<file path="src/rtl/fir_pkg.sv">
// fir_pkg: shared types and elaboration-time helpers for the time-multiplexed FIR filter.
//   fir_state_e  : controller states (idle / multiply-accumulate / output).
//   clog2        : ceiling log2, minimum 1, used for tap index widths.
//   acc_width    : accumulator width large enough for TAPS full-precision products.
//   sat_max/min  : output clipping limits for a signed sample of the given width.
//   round_bias   : half-LSB constant added before the fractional shift (0 when no fraction).
package fir_pkg;

    typedef enum logic [1:0] {
        StIdle = 2'd0,
        StMac  = 2'd1,
        StDone = 2'd2
    } fir_state_e;

    function automatic int unsigned clog2(input int unsigned v);
        int unsigned r;
        int unsigned p;
        r = 0;
        p = 1;
        while (p < v) begin
            p = p << 1;
            r = r + 1;
        end
        return (r == 0) ? 1 : r;
    endfunction

    function automatic int unsigned acc_width(input int unsigned data_w,
                                              input int unsigned coef_w,
                                              input int unsigned taps);
        return data_w + coef_w + clog2(taps);
    endfunction

    function automatic int sat_max(input int unsigned data_w);
        return (1 << (data_w - 1)) - 1;
    endfunction

    function automatic int sat_min(input int unsigned data_w);
        return -(1 << (data_w - 1));
    endfunction

    function automatic longint round_bias(input int unsigned frac_w);
        return (frac_w == 0) ? longint'(0) : (longint'(1) << (frac_w - 1));
    endfunction

endpackage

</file>
<file path="src/rtl/fir_hist_buf.sv">
// fir_hist_buf: TAPS-deep circular buffer of past input samples.
//   clk, rst : clock and asynchronous active-high reset (clears samples and pointer).
//   i_we     : write i_wdata at the current write pointer.
//   i_adv    : advance the write pointer (wraps TAPS-1 -> 0).
//   i_k      : tap index; o_rdata returns the sample written k samples before the newest.
module fir_hist_buf
    import fir_pkg::*;
#(
    parameter int unsigned DATA_W = 8,
    parameter int unsigned TAPS   = 74
) (
    input  logic                     clk,
    input  logic                     rst,
    input  logic                     i_we,
    input  logic signed [DATA_W-1:0] i_wdata,
    input  logic                     i_adv,
    input  logic [clog2(TAPS)-1:0]   i_k,
    output logic signed [DATA_W-1:0] o_rdata
);

    localparam int unsigned KW = clog2(TAPS);

    logic signed [DATA_W-1:0] r_hist [TAPS];
    logic [KW-1:0]            r_ptr;
    logic [KW-1:0]            w_idx;

    always_ff @(posedge clk or posedge rst) begin
        if (rst) begin
            r_ptr <= '0;
            for (int i = 0; i < int'(TAPS); i++) begin
                r_hist[i] <= '0;
            end
        end else begin
            if (i_we) begin
                r_hist[r_ptr] <= i_wdata;
            end
            if (i_adv) begin
                r_ptr <= (r_ptr == KW'(TAPS - 1)) ? '0 : r_ptr + KW'(1);
            end
        end
    end

    // (ptr - k) mod TAPS by compare-and-subtract so non-power-of-two depths wrap correctly.
    always_comb begin
        if (i_k <= r_ptr) begin
            w_idx = r_ptr - i_k;
        end else begin
            w_idx = KW'({1'b0, r_ptr} + (KW + 1)'(TAPS) - {1'b0, i_k});
        end
    end

    assign o_rdata = r_hist[w_idx];

endmodule

</file>
<file path="src/rtl/fir_filter_mac.sv">
// fir_filter_mac: time-multiplexed FIR filter, one multiply-accumulate per tap per sample.
//   clk, rst             : clock and asynchronous active-high reset.
//   in_valid/in_ready    : sample handshake; a sample is taken only while idle.
//   in_data              : signed input sample.
//   out_valid            : one-cycle strobe; out_data/sat_flag held until the next strobe.
//   out_data, sat_flag   : rounded, clipped result and its clipping indication.
//   coef_we/addr/data    : coefficient write, honoured only while idle.
module fir_filter_mac
    import fir_pkg::*;
#(
    parameter int unsigned DATA_W = 8,
    parameter int unsigned COEF_W = 8,
    parameter int unsigned TAPS   = 74,
    parameter int unsigned FRAC_W = 8
) (
    input  logic                     clk,
    input  logic                     rst,
    input  logic                     in_valid,
    output logic                     in_ready,
    input  logic signed [DATA_W-1:0] in_data,
    output logic                     out_valid,
    output logic signed [DATA_W-1:0] out_data,
    output logic                     sat_flag,
    input  logic                     coef_we,
    input  logic [clog2(TAPS)-1:0]   coef_addr,
    input  logic signed [COEF_W-1:0] coef_data
);

    localparam int unsigned KW    = clog2(TAPS);
    localparam int unsigned PW    = DATA_W + COEF_W;
    localparam int unsigned ACC_W = acc_width(DATA_W, COEF_W, TAPS);

    // One guard bit above the accumulator so adding the rounding bias cannot wrap.
    localparam logic signed [ACC_W:0] SatMax    = (ACC_W + 1)'(sat_max(DATA_W));
    localparam logic signed [ACC_W:0] SatMin    = (ACC_W + 1)'(sat_min(DATA_W));
    localparam logic signed [ACC_W:0] RoundBias = (ACC_W + 1)'(round_bias(FRAC_W));

    fir_state_e               r_state;
    fir_state_e               w_state_next;
    logic [KW-1:0]            r_k;
    logic signed [ACC_W-1:0]  r_acc;
    logic signed [COEF_W-1:0] r_coef [TAPS];
    logic                     r_out_valid;
    logic signed [DATA_W-1:0] r_out_data;
    logic                     r_sat;

    logic                     w_accept;
    logic                     w_mac_last;
    logic signed [DATA_W-1:0] w_hist;
    logic signed [PW-1:0]     w_prod;
    logic signed [ACC_W-1:0]  w_prod_ext;
    logic signed [ACC_W:0]    w_sum;
    logic signed [ACC_W:0]    w_shift;
    logic signed [DATA_W-1:0] w_clip;
    logic                     w_sat;

    fir_hist_buf #(
        .DATA_W (DATA_W),
        .TAPS   (TAPS)
    ) u_hist (
        .clk     (clk),
        .rst     (rst),
        .i_we    (w_accept),
        .i_wdata (in_data),
        .i_adv   (w_mac_last),
        .i_k     (r_k),
        .o_rdata (w_hist)
    );

    always_ff @(posedge clk or posedge rst) begin
        if (rst) begin
            r_state <= StIdle;
        end else begin
            r_state <= w_state_next;
        end
    end

    always_comb begin
        w_state_next = r_state;
        in_ready     = 1'b0;
        w_accept     = 1'b0;
        w_mac_last   = 1'b0;
        unique case (r_state)
            StIdle: begin
                in_ready = 1'b1;
                if (in_valid) begin
                    w_accept     = 1'b1;
                    w_state_next = StMac;
                end
            end
            StMac: begin
                if (r_k == KW'(TAPS - 1)) begin
                    w_mac_last   = 1'b1;
                    w_state_next = StDone;
                end
            end
            StDone:  w_state_next = StIdle;
            default: w_state_next = StIdle;
        endcase
    end

    // Operands are sign-extended first so the product is exact at full width.
    assign w_prod     = PW'(r_coef[r_k]) * PW'(w_hist);
    assign w_prod_ext = {{(ACC_W - PW){w_prod[PW-1]}}, w_prod};

    assign w_sum   = {r_acc[ACC_W-1], r_acc} + RoundBias;
    assign w_shift = w_sum >>> FRAC_W;

    always_comb begin
        w_clip = w_shift[DATA_W-1:0];
        w_sat  = 1'b0;
        if (w_shift > SatMax) begin
            w_clip = SatMax[DATA_W-1:0];
            w_sat  = 1'b1;
        end else if (w_shift < SatMin) begin
            w_clip = SatMin[DATA_W-1:0];
            w_sat  = 1'b1;
        end
    end

    always_ff @(posedge clk or posedge rst) begin
        if (rst) begin
            r_k         <= '0;
            r_acc       <= '0;
            r_out_valid <= 1'b0;
            r_out_data  <= '0;
            r_sat       <= 1'b0;
            for (int i = 0; i < int'(TAPS); i++) begin
                r_coef[i] <= '0;
            end
        end else begin
            r_out_valid <= 1'b0;
            // Written at the accept edge, so a same-cycle write is seen by that sample.
            if (r_state == StIdle && coef_we && int'(coef_addr) < int'(TAPS)) begin
                r_coef[coef_addr] <= coef_data;
            end
            if (w_accept) begin
                r_acc <= '0;
                r_k   <= '0;
            end else if (r_state == StMac) begin
                r_acc <= r_acc + w_prod_ext;
                r_k   <= r_k + KW'(1);
            end
            if (r_state == StDone) begin
                r_out_data  <= w_clip;
                r_sat       <= w_sat;
                r_out_valid <= 1'b1;
            end
        end
    end

    assign out_valid = r_out_valid;
    assign out_data  = r_out_data;
    assign sat_flag  = r_sat;

endmodule
</file>
<file path="config.mk">
export PLATFORM = sky130hd
export DESIGN_NAME = fir_filter_mac
export DESIGN_NICKNAME = d
export VERILOG_FILES = /design/src/rtl/fir_pkg.sv /design/src/rtl/fir_hist_buf.sv /design/src/rtl/fir_filter_mac.sv
export SDC_FILE = /design/constraint.sdc
export NUM_CORES = 2
export LEC_CHECK = 0
export BUFFER_PORTS_ARGS = -buffer_cell sky130_fd_sc_hd__buf_4
export CAP_MARGIN = 40
export CORE_MARGIN = 1.5
export CORE_UTILIZATION = 58
export CTS_CLUSTER_SIZE = 12
export DETAILED_ROUTE_END_ITERATION = 12
export GPL_TIMING_DRIVEN = 0
export PLACE_DENSITY = 0.77
export SETUP_SLACK_MARGIN = 0.3
export SKIP_CTS_REPAIR_TIMING = 1
export SLEW_MARGIN = 25
export SYNTH_ARGS = -nofsm -noshare
export SYNTH_HDL_FRONTEND = slang
export SYNTH_SLANG_ARGS = --single-unit
</file>
<file path="constraint.sdc">
create_clock -name clk -period 36.3 [get_ports clk]
set_clock_uncertainty 0.05 [all_clocks]
set_input_delay 3.63 -clock clk [delete_from_list [all_inputs] [get_ports clk]]
set_output_delay 3.63 -clock clk [all_outputs]
set_load 0.005 [all_outputs]
</file>
Word-level counts from Yosys, hierarchy flattened
Cells that the tools add are included.
Widths: inputs -> output; s select.
{ "word_totals": {"reg_bits": 1233, "latchBits": 0, "mem_bits_rw": 0, "romBits": 0, "input_bits": 27, "output_inout_bits": 11, "elab_cells": 221, "mem_count": 0} }
{ "classes": {"add_sub_neg": 7, "n_mul": 1, "div": 0, "order_cmp": 10, "n_eq_ne": 6, "n_shift": 0, "muxes": 31, "bitwise": 4, "reduce_logical": 7} }
{ "op_table": {"columns": ["operator", "count"], "rows": [
  ["$bwmux 592", 2],
  ["$bmux 8 s7", 2],
  ["$demux 8 s7", 2],
  ["$mux 8", 8],
  ["$mux 23", 2],
  ["$ge 8x8->1 const B", 4],
  ["$not 7->8", 4],
  ["$mux 7", 4],
  ["$add 23x9->24 const B", 1],
  ["$add 23x16->23", 1],
  ["$gt 16x8->1 const B", 1],
  ["$lt 16x8->1 const B", 1],
  ["$lt 8x1->1 const B", 2],
  ["$mul 8x8->16", 1],
  ["$add 7x1->7 const B", 2],
  ["$eq 7x7->1 const B", 2],
  ["$sub 7x7->7", 2],
  ["$mux 1", 8],
  ["$add 7x7->7 const B", 1],
  ["$le 7x7->1", 1],
  ["$lt 7x7->1 const B", 1],
  ["$logic_and 1x1->1", 4],
  ["$mux 2", 2],
  ["$ne 2x2->1 const B", 2],
  ["6 further kinds", 6]
]} }

Depth between registers and ports, before layout
{ "logic_depth": {"depth_word": 11, "depth_mapped": 40, "mapped_depth_nobuf": 36} }

By module
A second synthesis with hierarchy kept.
{ "unflattened": {"cells_unflattened": 4373, "hier_area_um2": 61550.3} }
{ "by_module_without_submodules": {"columns": ["module", "instances", "cells_per_inst", "area_per_inst_um2", "seq_area_each_um2"], "rows": [
  ["fir_filter_mac", 1, 2388, 33221.9, 15865.2],
  ["fir_hist_buf", 1, 1985, 28328.4, 14989.4]
]} }

Least setup slack after synthesis
No wires, ideal clock.
{ "synth_path": {"path_kind": "reg-to-reg", "start": "register r_k[2]", "end": "register r_acc[21]", "setup_time_ns": 0.133, "t_arrival_ns": 9.684, "t_required_ns": 36.117, "path_slack_ns": 26.433, "path_stages_with_launch": 34, "path_buffers": 4, "synth_period_minus_slack_ns": 9.867, "cell_sequence": "dfrtp_1 > clkbuf_1 > inv_1 > clkbuf_1 > buf_1 > ha_1 > inv_1 > fa_1 > nor2_1 > o21a_1 > nor2_1 > mux2_2 > xnor2_2 > clkbuf_1 > o21ai_1 > o32ai_2 > nor2b_1 > fa_1 > inv_1 > fa_1 > inv_1 > fa_1 > fa_1 > ha_1 > ha_1 > a21oi_1 > o21bai_1 > a21oi_1 > o21ai_0 > a221o_1 > a2111o_1 > a31oi_1 > xor2_1 > o21ai_0"} }
{ "synth_between": {"elab_chain_len": 10, "word_cells_on_any_way": 16, "cone_classes": "add/sub (3); mul (1); order compare (1); mux (9); bitwise (2)"} }
{ "synth_rtl": {"columns": ["element", "line", "source"], "rows": [
  ["from (decl)", "fir_filter_mac.sv:40", "logic [KW-1:0] r_k;"],
  ["from (signal assigned)", "fir_filter_mac.sv:142", "r_k <= r_k + KW'(1);"],
  ["$sub 7x7->7 (tied with other cells)", "fir_hist_buf.sv:48", "w_idx = KW'({1'b0, r_ptr} + (KW + 1)'(TAPS) - {1'b0, i_k});"],
  ["$mux 7", "fir_hist_buf.sv:45", "if (i_k <= r_ptr) begin"],
  ["$not 7->8 (not written as such)", "fir_hist_buf.sv:52", "assign o_rdata = r_hist[w_idx];"],
  ["$bmux 8 s7", "fir_hist_buf.sv:52", null],
  ["$mux 8 (not written as such) (2 in series)", "fir_hist_buf.sv:52", null],
  ["$mul 8x8->16 *", "fir_filter_mac.sv:103", "assign w_prod = PW'(r_coef[r_k]) * PW'(w_hist);"],
  ["$add 23x16->23 *", "fir_filter_mac.sv:141", "r_acc <= r_acc + w_prod_ext;"],
  ["$mux 23 *", "fir_filter_mac.sv:140", "end else if (r_state == StMac) begin"],
  ["$mux 23 *", "fir_filter_mac.sv:137", "if (w_accept) begin"],
  ["to (signal assigned)", "fir_filter_mac.sv:141", null],
  ["to (decl)", "fir_filter_mac.sv:41", "logic signed [ACC_W-1:0] r_acc;"]
]} }
Every way passes the cells marked *; elsewhere a longest branch is shown, timed or not. The select of a mux whose other input is x is not followed.
A chain may end at the register's enable or synchronous reset.

Worst setup path after layout
{ "layout_path": {"start": "register r_k[2]", "end": "register r_acc[22]"} }
The elaborated chain is that of the path after synthesis.

==> impl_results.md <==
- P&R area growth vs syn: 13.3%
- Number of fill cells: 7718
- Clk root buf: clkbuf_16
- Row Count: 121
- CTS tree: yes
- Outcome: finished clean
- CTS max path bufs: 3
- Routed via count: 47100
- Residual DRC count: 0
- Sequential share of the synthesized area: 48.2%
- Top sig layer: met5
- Hold_ws: 446 ps
- Core footprint: 109000 um^2
- Non-Filler Instances: 6935
- Nets: 5567
- Max_cap viols: 0
- Fin. Hold Viols: 0
- Slew Limit Fails: 0
- CTS Sinks: 1233
- Post-Syn Nets: 5239
- Largest net degree at the start of global routing: 34
- DR WL/cell: 29.7 um
- Hold crit path type: reg2reg
- Worst setup path class: reg2reg
- First-pass GRT wire length: 308000 um
- Post-Syn Area: 64100 um^2
- Placer congestion estimate: 1.00
- GRT overflow: 0
- Final setup viols: 0
- Number of synthesized flops with an enable pin: 0
- Ys async rst share: 100%
- Die ar.: 112000 um^2
- Max stage delay cell, worst path: clkbuf_1
- Design area: 72600 um^2
- Highest achievable clock rate: 80.5 MHz
- Clock slew seen by the registers of the worst setup and hold paths: 60 ps
- Post-Synth Simple-Gate Area: 6.06%
- Setup WS post-layout: 23870 ps
- Worst slack, placed: 24420 ps
- Die Ht: 335 um
- Die Wd: 335 um
- RSZ-0062 raised after global routing: no
- Final HPWL DP: 149000 um
- PD cells: 38.7 nW/um^2
- CTS buffer count: 133
- Final ANT Viol Nets: 0
- Syn. warnings: 0
- Clock Latency Late Sink: 780 ps
- H-tree depth: 4
- Crit. End Element: flop
- Most common cell after layout, fill and taps aside: mux2_2
- Synth Instances: 5037
- Worst EP required: 36880 ps
- Top cell type by total area after synthesis: dfrtp_1
- First DRT Iteration DRCs: 6256
- Dpl cells: 6666
- Slew HR: 34.2%
- Slew @ Worst Pin: 962 ps
- WL final: 206000 um
- Mean Syn Cell Area: 12.7 um^2
- Netlist cell types: 80
- Maximum vdd drop: 0.0432 mV
- Synth Area in Compound Gates: 6.29%
- Leakage: 34.7 nW
- Share of layout cells above drive strength 1: 35.0%
- Placed Area: 68000 um^2
- Layout Utilization: 66.5%
- Min Tclk post-route: 12430 ps
- Final period utilization: 34.2%
- XOR/XNOR share of the synthesized area: 0.557%
- Vias in the first global route: 47600
- CP arrival: 13010 ps
- Ys flop type: dfrtp_1
- M1 wire length: 80200 um
- Met2 WL: 88800 um
- Worst path max stage delay: 810 ps
- Initial antenna violation count: 8
- IO buf count: 17
- Main combinational cell family by area after synthesis: multiplexers
- Router iterations before antenna repair: 6
- Largest cells by area after synthesis: dfrtp_1 (48%), mux2_2 (22%), mux4_2 (6.3%), fa_1 (3.3%), mux2i_1 (2.8%)
- Initial Util: 58.7%
- Most frequent cells in the layout: mux2_2 (1244), dfrtp_1 (1233), nand2_1 (315)
- Flops & latches, synth: 1233
- Io pins: 38
- DR vias/cell: 6.79
- Tot Pwr: 2.81 mW
- Mux cell area share after synthesis: 31.1%
- CP Launch Type: flop
- GRT Total Usage: 37.0%
- Yosys top cell area share: 48.2%
- WL met3: 25700 um
- Fin Setup TNS: 0 ps
- CP Max Fanout: 10
- Post-synthesis adder-cell area fraction: 4.68%
## worst max-delay path: cells and delay by family (launching register included)
kind                     cells  cell delay (ps)
AO/OA/AOI/OAI               11             3010
XOR/XNOR                     2              500
adder cells (fa/ha/maj)      7             3250
buffers and inverters       13             3880
flip-flops                   1              320
multiplexers                 1              260
AND/OR/NAND/NOR              4              970
## layer usage
layer	vias up	GRT usage [%]
met1	24200	50.2
met4	6	18.4
met2	3177	53.4
met3	785	12.1
met5	-	0
li1	19000	-
## worst paths after layout
check / startpoint / endpoint / slack [ps] / cells after the start
worst max-delay path: r_k[2] / r_acc[22] / 23870 / 38
worst min register to register: out_data[4] / out_data[4] / 450 / 1
min in group asynchronous: rst / r_acc[18] / 2740 / 2
worst min-delay path: out_data[4] / out_data[4] / 450 / 1
max in group asynchronous: rst / u_hist.r_hist[355] / 31180 / 11
worst max register to register: r_k[2] / r_acc[22] / 23870 / 38
## area by class of cell
class                   instances  area [um^2]  area share (%)
multi-input cells            3301        31300            43.1
flip-flops and latches       1233        30900            42.5
clock buffers                 198         3890            5.37
repair buffers                193         2300            3.17
well taps                    1476         1850            2.54
plain buffers                 360         1490            2.05
inverters                     143          541           0.745
clock inverters                29          387           0.533
diodes                          2         5.00         0.00689
## synth_stat cells (all sizes together), types with 12 or more instances
| master | instances |
|---|---|
| nand2 | 315 |
| a21oi | 142 |
| or2 | 15 |
| a2111oi | 13 |
| mux2 | 1244 |
| xor2 | 17 |
| xnor2 | 22 |
| nor4 | 17 |
| nor2b | 14 |
| o2111ai | 15 |
| nor2 | 249 |
| a211oi | 36 |
| a22oi | 24 |
| a31oi | 38 |
| mux4 | 183 |
| ha | 69 |
| or3 | 16 |
| o211ai | 27 |
| clkbuf | 274 |
| dfrtp | 1233 |
| nand2b | 34 |
| nand3 | 73 |
| o22ai | 17 |
| buf | 86 |
| o31ai | 16 |
| and2 | 12 |
| o311ai | 31 |
| inv | 142 |
| o21ai | 138 |
| o21a | 16 |
| a221oi | 16 |
| fa | 106 |
| mux2i | 179 |
| nor3 | 89 |
## sequential cells by signal, summed over array words and instances, names as in the netlist
| register | count |
|---|---|
| r_coef | 592 |
| u_hist.r_hist | 592 |
| r_state | 2 |
| out_data | 8 |
| u_hist.r_ptr | 7 |
| r_k | 7 |
| r_acc | 23 |
| out_valid | 1 |
| sat_flag | 1 |
## cell families (layout without fill, tap and decap cells)
kind of cell	count (synthesis)	count (layout)
xor+xnor	39	39
buf+inv	503	923
fa+ha+maj	176	176
compound gates	609	609
flops	1233	1233
other cells	0	2
simple gates	871	871
mux	1606	1606
## power breakdown
part / switching (mW) / internal, mW
registers: 0 / 1.37
clock network: 0.583 / 0.769
logic: 0.0662 / 0.0181
total: 0.649 / 2.16
No activity file was read; power rests on OpenSTA's default activity.
